==> src/rtl/mat_pkg.sv <==
// Shared definitions for the 2x2 matrix multiplier blocks.
// Contents: element and stream constants, the serializer state type, the
// row/column-major output order tables, and an even-parity helper.
package mat_pkg;

    localparam int unsigned IN_W   = 8;
    localparam int unsigned DW     = 2 * IN_W + 1;
    localparam int unsigned N_ELEM = 4;
    localparam int unsigned IDX_W  = 2;

    typedef enum logic {
        IDLE = 1'b0,
        SEND = 1'b1
    } state_e;

    // Stream position -> element index (0=c_11, 1=c_12, 2=c_21, 3=c_22),
    // packed two bits per position with position 0 in the low bits.
    localparam logic [2*N_ELEM-1:0] ROW_ORDER = {2'd3, 2'd2, 2'd1, 2'd0};
    localparam logic [2*N_ELEM-1:0] COL_ORDER = {2'd3, 2'd1, 2'd2, 2'd0};

    function automatic logic [IDX_W-1:0] elem_sel(input logic col_major,
                                                  input logic [IDX_W-1:0] pos);
        logic [2*N_ELEM-1:0] tbl;
        tbl = col_major ? COL_ORDER : ROW_ORDER;
        return tbl[{pos, 1'b0} +: IDX_W];
    endfunction

    function automatic logic parity(input logic [DW-1:0] d);
        return ^d;
    endfunction

endpackage

==> src/rtl/mat_result_serializer_if.sv <==
// Load and stream handshake bundle of mat_result_serializer.
//   slave : the serializer's view (accepts result sets, drives the stream)
//   master: the environment's view (supplies result sets, consumes the stream)
// With OUT_PARITY_EN defined the stream carries out_par as well.
interface mat_result_serializer_if;
    import mat_pkg::*;

    logic              in_valid;
    logic              in_ready;
    logic              col_major;
    logic [DW-1:0]     c_11;
    logic [DW-1:0]     c_12;
    logic [DW-1:0]     c_21;
    logic [DW-1:0]     c_22;
    logic              out_valid;
    logic              out_ready;
    logic [DW-1:0]     out_data;
    logic [IDX_W-1:0]  out_idx;
    logic              out_last;
`ifdef OUT_PARITY_EN
    logic              out_par;
`endif

    modport slave (
        input  in_valid, col_major, c_11, c_12, c_21, c_22, out_ready,
`ifdef OUT_PARITY_EN
        output out_par,
`endif
        output in_ready, out_valid, out_data, out_idx, out_last
    );

    modport master (
        output in_valid, col_major, c_11, c_12, c_21, c_22, out_ready,
`ifdef OUT_PARITY_EN
        input  out_par,
`endif
        input  in_ready, out_valid, out_data, out_idx, out_last
    );

endinterface

==> src/rtl/mat_result_serializer.sv <==
// Captures one 2x2 result set and streams its four elements one per
// handshake, in row- or column-major order, with index and last flag.
// Ports: clk, rst (async, active high), bus (mat_result_serializer_if.slave),
//        mat_count (drained-set counter, wraps).
// Optional: OUT_PARITY_EN adds the registered even-parity output bus.out_par.
module mat_result_serializer
    import mat_pkg::*;
#(
    parameter int unsigned CNT_W = 16
) (
    input  logic                   clk,
    input  logic                   rst,
    mat_result_serializer_if.slave bus,
    output logic [CNT_W-1:0]       mat_count
);

    state_e                     state_q, state_d;
    logic [N_ELEM-1:0][DW-1:0]  cap_q, cap_d;
    logic                       col_q, col_d;
    logic [IDX_W-1:0]           idx_q, idx_d;
    logic [DW-1:0]              data_q, data_d;
    logic                       last_q, last_d;
    logic [CNT_W-1:0]           cnt_q, cnt_d;
`ifdef OUT_PARITY_EN
    logic                       par_q, par_d;
`endif

    // Next-state and registered-output computation.
    always_comb begin
        state_d = state_q;
        cap_d   = cap_q;
        col_d   = col_q;
        idx_d   = idx_q;
        data_d  = data_q;
        last_d  = last_q;
        cnt_d   = cnt_q;
        case (state_q)
            IDLE: begin
                if (bus.in_valid) begin
                    state_d = SEND;
                    cap_d   = {bus.c_22, bus.c_21, bus.c_12, bus.c_11};
                    col_d   = bus.col_major;
                    idx_d   = '0;
                    // Position 0 is c_11 in both orders.
                    data_d  = bus.c_11;
                    last_d  = 1'b0;
                end
            end
            SEND: begin
                if (bus.out_ready) begin
                    if (last_q) begin
                        state_d = IDLE;
                        idx_d   = '0;
                        data_d  = '0;
                        last_d  = 1'b0;
                        cnt_d   = cnt_q + CNT_W'(1);
                    end else begin
                        idx_d   = idx_q + IDX_W'(1);
                        data_d  = cap_q[elem_sel(col_q, idx_d)];
                        last_d  = (idx_d == IDX_W'(N_ELEM - 1));
                    end
                end
            end
            default: state_d = IDLE;
        endcase
`ifdef OUT_PARITY_EN
        par_d = parity(data_d);
`endif
    end

    // State and output registers.
    always_ff @(posedge clk or posedge rst) begin
        if (rst) begin
            state_q <= IDLE;
            cap_q   <= '0;
            col_q   <= 1'b0;
            idx_q   <= '0;
            data_q  <= '0;
            last_q  <= 1'b0;
            cnt_q   <= '0;
`ifdef OUT_PARITY_EN
            par_q   <= 1'b0;
`endif
        end else begin
            state_q <= state_d;
            cap_q   <= cap_d;
            col_q   <= col_d;
            idx_q   <= idx_d;
            data_q  <= data_d;
            last_q  <= last_d;
            cnt_q   <= cnt_d;
`ifdef OUT_PARITY_EN
            par_q   <= par_d;
`endif
        end
    end

    assign bus.in_ready  = (state_q == IDLE);
    assign bus.out_valid = (state_q == SEND);
    assign bus.out_data  = data_q;
    assign bus.out_idx   = idx_q;
    assign bus.out_last  = last_q;
`ifdef OUT_PARITY_EN
    assign bus.out_par   = par_q;
`endif
    assign mat_count     = cnt_q;

endmodule

==> src/flat_wrapper.sv <==
// flat-port wrapper written by rule: the top's interface ports become plain ports
module mat_result_serializer_flat import mat_pkg::*;
#(
    parameter int unsigned CNT_W = 16
)
  (clk, rst, mat_count, bus_in_valid, bus_col_major, bus_c_11, bus_c_12, bus_c_21, bus_c_22, bus_out_ready, bus_in_ready, bus_out_valid, bus_out_data, bus_out_idx, bus_out_last);
  mat_result_serializer_if bus_i ();
  input  logic clk;
  input  logic rst;
  output logic [CNT_W-1:0] mat_count;
  input wire logic [$bits(bus_i.in_valid)-1:0] bus_in_valid;
  input wire logic [$bits(bus_i.col_major)-1:0] bus_col_major;
  input wire logic [$bits(bus_i.c_11)-1:0] bus_c_11;
  input wire logic [$bits(bus_i.c_12)-1:0] bus_c_12;
  input wire logic [$bits(bus_i.c_21)-1:0] bus_c_21;
  input wire logic [$bits(bus_i.c_22)-1:0] bus_c_22;
  input wire logic [$bits(bus_i.out_ready)-1:0] bus_out_ready;
  output wire logic [$bits(bus_i.in_ready)-1:0] bus_in_ready;
  output wire logic [$bits(bus_i.out_valid)-1:0] bus_out_valid;
  output wire logic [$bits(bus_i.out_data)-1:0] bus_out_data;
  output wire logic [$bits(bus_i.out_idx)-1:0] bus_out_idx;
  output wire logic [$bits(bus_i.out_last)-1:0] bus_out_last;
  assign bus_i.in_valid = bus_in_valid;
  assign bus_i.col_major = bus_col_major;
  assign bus_i.c_11 = bus_c_11;
  assign bus_i.c_12 = bus_c_12;
  assign bus_i.c_21 = bus_c_21;
  assign bus_i.c_22 = bus_c_22;
  assign bus_i.out_ready = bus_out_ready;
  assign bus_in_ready = bus_i.in_ready;
  assign bus_out_valid = bus_i.out_valid;
  assign bus_out_data = bus_i.out_data;
  assign bus_out_idx = bus_i.out_idx;
  assign bus_out_last = bus_i.out_last;
  mat_result_serializer #(.CNT_W(CNT_W)) u_core (.clk(clk), .rst(rst), .bus(bus_i), .mat_count(mat_count));
endmodule
==> config.mk <==
export PLATFORM = sky130hd
export DESIGN_NAME = mat_result_serializer_flat
export DESIGN_NICKNAME = d
export VERILOG_FILES = /design/src/rtl/mat_pkg.sv /design/src/rtl/mat_result_serializer_if.sv /design/src/rtl/mat_result_serializer.sv /design/src/flat_wrapper.sv
export SDC_FILE = /design/constraint.sdc
export NUM_CORES = 1
export LEC_CHECK = 0
export CORE_MARGIN = 5
export CORE_UTILIZATION = 54
export DETAILED_ROUTE_END_ITERATION = 7
export GPL_TIMING_DRIVEN = 0
export PLACE_DENSITY = 0.86
export RECOVER_POWER = 100
export SETUP_SLACK_MARGIN = 0.15
export SLEW_MARGIN = 20
export SYNTH_ARGS = -nofsm -noshare
export SYNTH_HDL_FRONTEND = slang
export SYNTH_SLANG_ARGS = --single-unit
==> constraint.sdc <==
create_clock -name clk -period 7.08 [get_ports clk]
set_input_delay 1.416 -clock clk [delete_from_list [all_inputs] [get_ports clk]]
set_output_delay 1.416 -clock clk [all_outputs]
set_load 0.005 [all_outputs]
==> summary.md, run 1 <==
| Metric | Value |
|---|---|
| Status | `complete, but fails checks` |
| Failing checks | `max-capacitance violations, max-slew violations` |
| Worst Clk Skew | `0.0131 ns` |
| Crit start category | `input pin` |
| Min-delay worst type | `reg -> reg` |
| Static Leak | `2.70 nW` |
| Clock buffer depth | `2` |
| Origin of the critical flop-to-flop path | `u_core.bus.out_idx[0]` |
| Post-route setup TNS | `0 ns` |
| WL/cell | `19.2 um` |
| Worst hold stages | `1` |
| Post-layout instance area | `0.00618 mm2` |
| DP Wirelength | `8680 um` |
| Die X | `104 um` |
| Routability congestion estimate | `0.825` |
| Post-place instance area | `0.00598 mm2` |
| Unrepaired setup endpoints after global routing | `no` |
| Vias after detailed routing | `3688` |
| Slew HR | `-33.0%` |
| Area grow syn2layout | `30.9%` |
| Synth Instances | `393` |
| Clock sinks | `106` |
| PortBufs | `109` |
| Fillcell total | `610` |
| Storage cell area | `0.00265 mm2` |
| Top_reg_cell synth | `dfrtp_1` |
| # hold bufs at CTS | `0` |
| Reg clk slew, reported paths | `0.10 ns` |
| Hold EP | `u_core.mat_count[15]` |
| Total gr overflow | `0` |
| Slack of the worst reg-to-reg path | `4.71 ns` |
| Top cells by area, synth | `dfrtp_1 56%, mux2_2 13%, mux2i_1 4.0%, a222oi_1 3.4%, o221ai_1 3.2%` |
| Initial antenna violation count | `0` |
| YS warnings | `0` |
| Pre-CTS setup slack | `3.73 ns` |
| Arrival time at the worst endpoint | `3.83 ns` |
| ANT cells | `0` |
| Worst setup EP type | `flip-flop` |
| Area of the core | `0.00864 mm2` |
| Max_cap viols | `1` |
| VDD IR-drop max | `190 uV` |
| Row Count | `34` |
| Insertion delay to the later sink of the worst-skew pair | `0.36 ns` |
| CTS root buffer | `clkbuf_8` |
| Final period util | `51.3%` |
| Area of the multi-input gates | `0.00184 mm2` |
| Top Ports | `111` |
| Die area | `0.0107 mm2` |
| First-pass GRT wire length | `20100 um` |
| Largest net degree at the start of global routing | `64` |
| DRT Pass-1 Iters | `6` |
| CP required | `7.28 ns` |
| Hold Fails Final Rpt | `0` |
| Share of flip-flops with an asynchronous set or reset | `100%` |
| DRC viols | `0` |
| Syn_nets | `468` |
| Yosys top cell area share | `56.2%` |
| Fraction of layout cells with a size suffix above 1 | `16.2%` |
| Starting Density | `54.7%` |
| Cells on worst reg2reg path | `8` |
| Die H | `104 um` |
| Final setup vio count | `0` |
| Syn Area/Cell | `12.0 um2` |
| Hold_sp | `u_core.mat_count[15]` |
| Global Route Usage Sum | `23.1%` |
| Post-CTS sizing | `0` |
| Most common cell after layout, fill and taps aside | `dfrtp_1` |
| Seq cells post-synth | `106` |
| CTS tree | `built` |
| Post-synthesis cell type with the largest combined area | `dfrtp_1` |
| Critical path class | `in -> reg` |
| Yosys cell types | `34` |
| Seq/Total Area, Yosys | `56.2%` |
| Most frequent cells in the layout | `106 x dfrtp_1, 69 x clkdlybuf4s50_1, 55 x mux2_2, 40 x dlygate4sd3_1, 27 x nand2_1` |
| Max FO, Critical Path | `10` |
| Cell area after synthesis | `0.00472 mm2` |
| Final WL | `12000 um` |
| Slew Limit Fails | `44` |
| DRT iter0 DRCs | `343` |
| Vias in the first global route | `3886` |
| Htree depth | `3` |
| Antenna viol nets, final | `0` |
| Critical R2R Capture | `u_core.bus.out_data[7]` |
| PwrDens | `394 mW/mm2` |
| Crit path time final | `3.63 ns` |
| Fmax | `275 MHz` |
| Number of synthesized flops with an enable pin | `0` |
| CTS Buf Count | `9` |
| Actual slew at the worst max-slew pin | `1.98 ns` |
| Final nets | `589` |
| Postcts setup bufs | `0` |
| Vias per inst | `5.89` |
| Fin worst setup slack | `3.45 ns` |
-- cell usage after synthesis, drive strengths merged, types with 2 or more instances --
cell type and instances:
and3 4, xnor2 12, nand4 5, a222oi 16, o221ai 17, nand2 27
inv 21, ha 2, nand3 6, buf 21, mux2 55, xor2 3
dfrtp 106, o21ai 21, nor2 24, a21oi 17, clkbuf 5, mux2i 19
nor3 2
-- through the flow --
step                instances  hold slack [ns]  total power, mW  utilization, %
global route              626            0.517             2.60            71.6
floorplan                 393            0.468             1.65               -
CTS                       626            0.489             2.47            71.8
detailed placement        611            0.475             2.06            69.3
finish                    626            0.476             2.43            71.6
global placement          610            0.460             1.99            68.9
-- cells by family after synthesis --
group                    Yosys count  synth area share, %
XOR/XNOR                          15                 2.78
flip-flops                       106                 56.2
multiplexers                      74                 17.1
adder cells (fa/ha/maj)            2                0.530
buffers and inverters             47                 4.77
AND/OR/NAND/NOR                   74                 7.29
AO/OA/AOI/OAI                     75                 11.3
-- flip-flops by register name (all words and copies together) (netlist names) --
register              count
u_core.bus.out_data      17
u_core.bus.out_idx        2
u_core.bus.out_last       1
u_core.bus.out_valid      1
u_core.cap_q             68
u_core.col_q              1
u_core.mat_count         16
-- worst max-delay path, cell delays in order --
cell,delay [ns]
dlygate4sd3_1,0.57
clkbuf_1,0.58
clkbuf_1,0.66
mux2i_1,0.28
nor2_1,0.06
a21oi_1,0.13
o221ai_1,0.12
-- power by group --
part           total [mW]  internal (mW)  switching (mW)
Combinational       0.987          0.512           0.475
Sequential           1.04          0.871           0.169
Clock               0.407          0.203           0.204
-- routing by layer --
layer | global-route usage [%] | part of all wire [%] | vias to the layer above
met2 | 39.2 | 52 | 180
met3 | 5.41 | 7.7 | 17
met5 | 0 | 0 | -
met1 | 29.6 | 39 | 1840
met4 | 6.19 | 1.6 | 0
li1 | - | - | 1651
-- cell type report --
class	count	area share (%)
clock inverters	6	1.58
well taps	108	2.19
inverters	21	1.30
repair buffers	110	18.1
clock buffers	9	2.00
multi-input cells	240	29.8
plain buffers	26	2.09
flip-flops and latches	106	42.9
-- how the worst max path moves through the flow --
stage          cells after the start  slack [ns]                     end         start
6_report                           7        3.45  u_core.bus.out_data[1]  bus_in_valid
5_1_grt                            7        3.32  u_core.bus.out_data[5]  bus_in_valid
4_1_cts                            7        4.11  u_core.bus.out_data[1]  bus_in_valid
3_5_place_dp                       7        3.73  u_core.bus.out_data[4]  bus_in_valid
3_3_place_gp                       2        1.52        u_core.cap_q[58]           rst
2_1_floorplan                      1        2.88  u_core.bus.out_data[0]           rst
(Power assumes the default switching activity.)
==> run 2: changes to the inputs <==
Settings changed: CORE_UTILIZATION 54 to 45, PLACE_DENSITY 0.86 to 0.76.
Clock period 7.08 ns to 3 ns, I/O delays scaled along.
==> run 2 against run 1 <==
  * The run now ends clean
  * Sequential power rose by 130%
  * Register-to-register slack worse by 4.2 ns
  * Clock skew shrank 0.0020 ns
  * Hold slack worse by 0.0094 ns
  * Utilization is 11 points lower
  * Setup slack got worse by 3.0 ns
  * Combinational power rose by 130%
  * Via count shrank 2.1%
  * Count of clock-buffer cells in the layout unchanged
  * Critical endpoint is now u_core.cap_q[15]
  * Highest routed layer unchanged
==> summary.md, run 2 (same netlist as run 1, synthesis figures left out) <==
| Metric | Value |
|---|---|
| Most frequent cells in the layout | `106 x dfrtp_1, 69 x clkdlybuf4s50_1, 55 x mux2_2, 40 x dlygate4sd3_1, 27 x nand2_1` |
| Antenna viol nets, final | `0` |
| CP required | `3.26 ns` |
| WL/cell | `17.9 um` |
| Vias after detailed routing | `3609` |
| Hold_sp | `u_core.mat_count[15]` |
| Area of the core | `0.0103 mm2` |
| Slack of the worst reg-to-reg path | `0.47 ns` |
| Crit start category | `input pin` |
| PwrDens | `915 mW/mm2` |
| Slew Limit Fails | `0` |
| Slew HR | `42.2%` |
| Fmax | `394 MHz` |
| Worst hold stages | `1` |
| Worst hold margin | `0.466 ns` |
| Crit path time final | `2.54 ns` |
| Cells on worst reg2reg path | `9` |
| Unrepaired setup endpoints after global routing | `no` |
| DRC viols | `0` |
| Fraction of layout cells with a size suffix above 1 | `16.7%` |
| Area grow syn2layout | `31.8%` |
| Row Count | `37` |
| # hold bufs at CTS | `0` |
| Max_cap viols | `0` |
| Post-CTS sizing | `0` |
| Static Leak | `2.70 nW` |
| Final nets | `591` |
| Routability congestion estimate | `0.781` |
| Total gr overflow | `0` |
| CP cell instances | `dlygate4sd3_1 > nor2b_1 > clkbuf_1 > clkbuf_1 > clkbuf_1 > mux2_2` |
| Worst Clk Skew | `0.0112 ns` |
| Clock sinks | `106` |
| CTS root buffer | `clkbuf_8` |
| Die area | `0.0126 mm2` |
| Total power | `5.70 mW` |
| Critical Path Max Stage Delay | `0.57 ns` |
| Final period util | `84.6%` |
| Hold Fails Final Rpt | `0` |
| Htree depth | `3` |
| Vias in the first global route | `3749` |
| Vias per inst | `5.49` |
| Most common cell after layout, fill and taps aside | `dfrtp_1` |
| Die H | `112 um` |
| PortBufs | `109` |
| Actual slew at the worst max-slew pin | `0.867 ns` |
| Global Route Usage Sum | `19.0%` |
| Reg clk slew, reported paths | `0.10 ns` |
| Largest net degree at the start of global routing | `36` |
| Final WL | `11800 um` |
| Arrival time at the worst endpoint | `2.80 ns` |
| Min-delay worst type | `reg -> reg` |
| CTS Buf Count | `9` |
| Hold EP | `u_core.mat_count[15]` |
| Max FO, Critical Path | `10` |
| Postcts setup bufs | `0` |
| Max reg flops | `68` |
| Die X | `112 um` |
| DRT Pass-1 Iters | `8` |
| Status | `complete, no violations` |
| Slowest stage cell, crit path | `dlygate4sd3_1` |
| Top Layer Used | `met4` |
| DRT iter0 DRCs | `271` |
| Post-route setup TNS | `0 ns` |
| Critical R2R Capture | `u_core.bus.out_data[8]` |
| ANT cells | `0` |
| Top Ports | `111` |
| VDD IR-drop max | `392 uV` |
| Met3 wire len | `909 um` |
| Met1 Routed Length | `4850 um` |
| CTS tree | `built` |
| Crit path top cell by count | `clkbuf_1` |
| Top reg by flops | `u_core.cap_q` |
| Origin of the critical flop-to-flop path | `u_core.bus.out_idx[0]` |
| Met2 wire length | `5790 um` |
| Final setup vio count | `0` |
| Critical path class | `in -> reg` |
| DP Wirelength | `8720 um` |
| First-pass GRT wire length | `19000 um` |
| Clock buffer depth | `2` |
| Initial antenna violation count | `0` |
| Fillcell total | `860` |
| Insertion delay to the later sink of the worst-skew pair | `0.37 ns` |
| Starting Density | `45.9%` |
| Worst setup EP type | `flip-flop` |
[run 2: worst max path at each step]
stage / startpoint / end / cells after the start
2_1_floorplan: u_core.bus.out_idx[0] / u_core.bus.out_data[0] / 9
3_3_place_gp: rst / u_core.cap_q[58] / 2
6_report: bus_in_valid / u_core.cap_q[15] / 6
4_1_cts: u_core.bus.out_idx[0] / u_core.bus.out_data[8] / 8
3_5_place_dp: bus_in_valid / u_core.bus.out_data[3] / 7
5_1_grt: u_core.bus.out_idx[0] / u_core.bus.out_data[8] / 9
[run 2: layout make-up]
type	instances	area [um2]	area share, %
clock buffers	9	124	1.99
clock inverters	7	101	1.63
inverters	21	80.1	1.29
plain buffers	26	131	2.11
multi-input cells	240	1830	29.4
flip-flops and latches	106	2650	42.6
well taps	136	170	2.73
repair buffers	112	1140	18.2
[run 2: worst max-delay path: cells and delay by family]
family | cells | cell delay [ns]
and+or+nand+nor | 1 | 0.14
buffers and inverters | 4 | 1.66
muxes | 1 | 0.40
[run 2: through the flow]
stage / instances / setup slack (ns) / util, % / cell area (um2)
final: 657 / 0.461 / 60.6 / 6230
after global routing: 657 / 0.331 / 60.6 / 6230
after CTS: 657 / 0.607 / 61.0 / 6270
after detailed placement: 641 / 0.493 / 58.8 / 6050
after global placement: 638 / 0.114 / 58.3 / 5990
after floorplan: 393 / 1.08 / - / 4730
[run 2: power by group]
part           switching, mW  total, mW  internal (mW)  leakage (nW)
sequential             0.387       2.44           2.06          1.31
clock                  0.510      0.989          0.479         0.112
combinational           1.08       2.27           1.19          1.28
[run 2: routing by layer]
layer / vias to the layer above / track usage [%]
li1: 1665 / -
met1: 1782 / 24.3
met2: 143 / 31.4
met3: 19 / 5.61
met4: 0 / 5.53
met5: - / 0
==> patch 1: new RTL, settings of run 2 <==
Register the output `mat_count` once more, with the module's reset; this adds one clock of latency there. The other outputs are not delayed to match.
--- a/src/rtl/mat_result_serializer.sv
+++ b/src/rtl/mat_result_serializer.sv
@@ -104,5 +104,11 @@
     assign bus.out_par   = par_q;
 `endif
-    assign mat_count     = cnt_q;
+    always_ff @(posedge clk or posedge rst) begin
+        if (rst) begin
+            mat_count <= '0;
+        end else begin
+            mat_count <= cnt_q;
+        end
+    end
 
 endmodule
Check against the original RTL: not equivalent (Yosys sat finds a counterexample within 10 cycles, from zero or initial values and one cycle with rst high).
==> patch 1 against run 2 <==
  * Sequential cell count rose by 16
  * Routed wire length rose by 3.9%
  * Synthesized area rose by 9.6%
  * Register-to-register slack improved by 0.11 ns
  * Total power rose by 28%
  * Worst setup slack improved by 0.064 ns
  * Final area rose by 13%
  * Hold slack got worse by 0.066 ns
==> patch 1: results (changes against run 2) <==
stage	metric	value	unit	change
status	status	completed		
synthesis	synth_compound_area_frac	0.08680		-0.02634
worst_setup_path	rr_worst_depth	7		-2
pwr	pg_clk	2.02	mW	+100%
worst_setup_path	worstPathRequired	2.40	ns	-0.86 ns
final_layout	fin_cells	662		+0.76%
cts	clk_pin_slew	0.05	ns	-0.05 ns
place	dpl.hpwl	8793	um	+0.83%
synthesis	synthAdderAreaFrac	0.004836		-0.0004638
final_layout	seq_area	3053	um2	+15%
min_path	hp-start	u_core.cnt_q[15]		
grt	grt_pass1_vias	3839		+2.4%
final_layout	final_nets	581		-1.7%
grt	grt_first_pass_wirelength	19800	um	+4.4%
synthesis	synthTopCellsByCount	dfrtp_1 (122), mux2_2 (69), mux2i_1 (27)		
final_layout	fillers	866		+0.70%
grt	use_met1	0.2375		-0.005536
routing	vias	3621		+0.33%
pwr	p_leak	3.086	nW	+14%
grt	grt_util_met2	0.3141		about the same
pwr	seqPwrFrac	0.374		-0.055
worst_setup_path	rrSetupSlack	0.58	ns	+0.11 ns
cts	htree_levels	4		+1
place	gp_congestion	0.7976		+2.2%
timing	tightestPinTransition	1.071	ns	+0.2039 ns
cts	cts_root_buf	clkbuf_16		
routing	drtPass1Iterations	6		-2
synthesis	ys_seq_area_frac	0.5899		+0.02820
pwr	switching_share	0.3244		-0.02181
synthesis	netlist_instances	375		-4.6%
synthesis	synth_area_leaders	dfrtp_1 (59%), mux2_2 (15%), mux2i_1 (5.2%)		
synthesis	synth.area.mux_share	0.2024		+0.03093
synthesis	synth_cell_types	36		+5.9%
routing	wl_per_cell	18.47	um	+3.2%
routing	dr_wl_met3	880	um	-3.2%
place	dpl.cell_count	630		-1.7%
worst_setup_path	path_max_fanout	8		-2
worst_setup_path	crit_end	bus_in_ready		
pwr	vdd_drop_max	602.3	uV	+54%
cts	clk_latency	0.41	ns	+0.04 ns
final_layout	drive_gt1_frac	0.2235		+0.05652
patch 1: cell types whose count changed in the layout (fill, tap and decap cells not counted), moves of 9 or more:
cell       delta
a222oi_1     -16
dfrtp_1      +16
nand2_1      -18
clkbuf_16    +17
clkbuf_8      -9
inv_1        -14
a22oi_1      +25
mux2_2       +14
o21ai_0      -16
patch 1: critical path, stage by stage (launching register included):
cell	delay (ns)
dfrtp_1	0.35
clkbuf_1	0.35
inv_1	0.16
dlygate4sd3_1	0.61
patch 1: metrics by stage:
stage          total power, mW  instance area [um2]
3_3_place_gp             5.229                 6449
3_5_place_dp             5.343                 6509
5_1_grt                  7.686                 7020
6_report                 7.269                 7020
4_1_cts                  7.401                 7101
2_1_floorplan            4.395                 5179
patch 1: final cells by class:
cell class,count,area share
sequential,122,0.4349
multi-input combinational,224,0.2730
timing repair buffer,112,0.1597
clock buffer,18,0.06113
tap,143,0.02549
clock inverter,14,0.02317
buffer,22,0.01871
inverter,7,0.003921
==> patch 2: new RTL, config.mk and constraints of run 2 <==
Made on the original files. `CNT_W` is set to 16 in 2 places; all go to 24.
--- a/src/rtl/mat_result_serializer.sv
+++ b/src/rtl/mat_result_serializer.sv
@@ -7,5 +7,5 @@
     import mat_pkg::*;
 #(
-    parameter int unsigned CNT_W = 16
+    parameter int unsigned CNT_W = 24
 ) (
     input  logic                   clk,
--- a/src/flat_wrapper.sv
+++ b/src/flat_wrapper.sv
@@ -2,5 +2,5 @@
 module mat_result_serializer_flat import mat_pkg::*;
 #(
-    parameter int unsigned CNT_W = 16
+    parameter int unsigned CNT_W = 24
 )
   (clk, rst, mat_count, bus_in_valid, bus_col_major, bus_c_11, bus_c_12, bus_c_21, bus_c_22, bus_out_ready, bus_in_ready, bus_out_valid, bus_out_data, bus_out_idx, bus_out_last);
Ports: changed (resized mat_count); port bits go from 111 to 119. The function was not compared with the original's and may differ.
==> patch 2 against run 2 <==
  * Routed wire length grew 5.6%
  * Cell count grew 0.91%
  * Die area grew 5.0%
  * Global-route usage grew 0.21 points
  * Critical path depth is the same
  * Worst setup slack gained 0.032 ns
  * Final area grew 12%
  * Via count grew 0.50%
  * Clock skew shrank 0.0019 ns
  * Synthesized area grew 5.5%
  * Sequential cell count grew 8
  * Total power grew 20%
==> patch 2: results (changes against run 2) <==
stage	metric	value	unit	change
routing	avgViaCountPerCell	5.471		-0.41%
timing	holdWs	0.4791	ns	+0.01282 ns
routing	vias	3627		+0.50%
status	status	completed		
routing	wl_per_cell	18.74	um	+4.6%
pwr	p_leak	3.028	nW	+12%
place	dpl.cell_count	632		-1.4%
final_layout	drive_gt1_frac	0.2275		+0.06055
routing	drtPass1Iterations	4		-4
timing	slew_headroom	0.1210		-0.3008
synthesis	synth_nets	445		-4.9%
place	dpl.hpwl	9129	um	+4.7%
place	post-place-ws	0.6630	ns	+0.1701 ns
grt	grt_first_pass_wirelength	19950	um	+5.1%
min_path	hold_end	u_core.mat_count[23]		
timing	fin_skew	0.009222	ns	-0.001929 ns
min_path	hp-class	reg -> reg		
place	placed_area	6437	um2	+6.5%
synthesis	ys_seq_area_frac	0.5726		+0.01084
worst_setup_path	rr_worst_depth	6		-3
worst_setup_path	rrSetupSlack	0.50	ns	+0.03 ns
worst_setup_path	r2r_end	u_core.bus.out_data[0]		
synthesis	synth_area_leaders	dfrtp_1 (57%), mux2_2 (16%), a22oi_1 (5.0%)		
final_layout	fillers	846		-1.6%
min_path	hp-start	u_core.mat_count[23]		
final_layout	diodes	0		unchanged
pwr	vdd_drop_max	495.5	uV	+27%
place	gp_congestion	0.8256		+5.8%
final_layout	design_area	6945	um2	+12%
synthesis	synthTopCellsByCount	dfrtp_1 (114), mux2_2 (71), a22oi_1 (33)		
grt	grt_usage	0.1920		+0.002116
cts	clk_pin_slew	0.05	ns	-0.05 ns
pwr	switchingPower	2.178	mW	+10%
cts	numCtsBuffers	17		+8
cts	clk_latency	0.50	ns	+0.13 ns
cts	htree_levels	4		+1
-- patch 2: final cells by class --
cell class,count,area share
flip-flops and latches,114,0.4107
clock buffers,21,0.06611
repair buffers,122,0.1838
well taps,140,0.02522
plain buffers,21,0.01585
multi-input cells,230,0.2832
inverters,5,0.002882
clock inverters,10,0.01225
-- patch 2: power by group through the flow --
stage | clock network (mW) | logic [mW] | registers [mW]
floorplan | 0 | 1.64 | 2.49
global placement | 0 | 2.41 | 2.57
detailed placement | 0 | 2.49 | 2.60
CTS | 1.85 | 2.51 | 2.59
global route | 1.92 | 2.63 | 2.66
finish | 1.82 | 2.42 | 2.58
-- patch 2: kinds of logic (layout without fill, tap and decap cells) --
kind of cell | count (synthesis) | in the layout | synth area share
muxes | 88 | 88 | 0.1946
adders and majority gates | 2 | 2 | 0.005022
DFF | 114 | 114 | 0.5726
xor gates and xnor gates | 23 | 23 | 0.04043
AOI/OAI and AO/OA | 59 | 59 | 0.09166
and+or+nand+nor | 58 | 58 | 0.06605
buffers and inverters | 26 | 179 | 0.02963
-- patch 2: worst max-delay path by stage --
stage                               start                endpoint  slack (ns)  depth (start not counted)
floorplan                             rst  u_core.bus.out_data[0]        1.01                          1
global placement                      rst        u_core.cap_q[39]       -0.02                          2
detailed placement           bus_in_valid        u_core.cap_q[14]        0.66                          6
CTS                 u_core.bus.out_idx[0]  u_core.bus.out_data[9]        0.71                          6
global route        u_core.bus.out_idx[0]  u_core.bus.out_data[0]        0.31                          6
finish                       bus_in_valid        u_core.cap_q[14]        0.49                          6
-- patch 2: per-layer routing --
metal	part of all wire	global-route usage	routed length, um	up-vias
met3	0.074	0.06105	919	7
met1	0.42	0.2442	5235	1821
li1	-	-	-	1667
met2	0.50	0.3160	6191	132
met5	0	0	0	-
met4	0.0061	0.05634	76	0
-- patch 2: critical path, stage by stage --
cell and delay (ns):
dlygate4sd3_1 0.59, nor2b_1 0.14, clkbuf_1 0.23, clkbuf_1 0.48
clkbuf_1 0.46, mux2_2 0.39
-- patch 2: through the flow --
step / TNS, ns / power, mW
6_report: 0 / 6.822
5_1_grt: 0 / 7.217
4_1_cts: 0 / 6.949
3_5_place_dp: 0 / 5.094
3_3_place_gp: -1.962 / 4.980
2_1_floorplan: 0 / 4.136
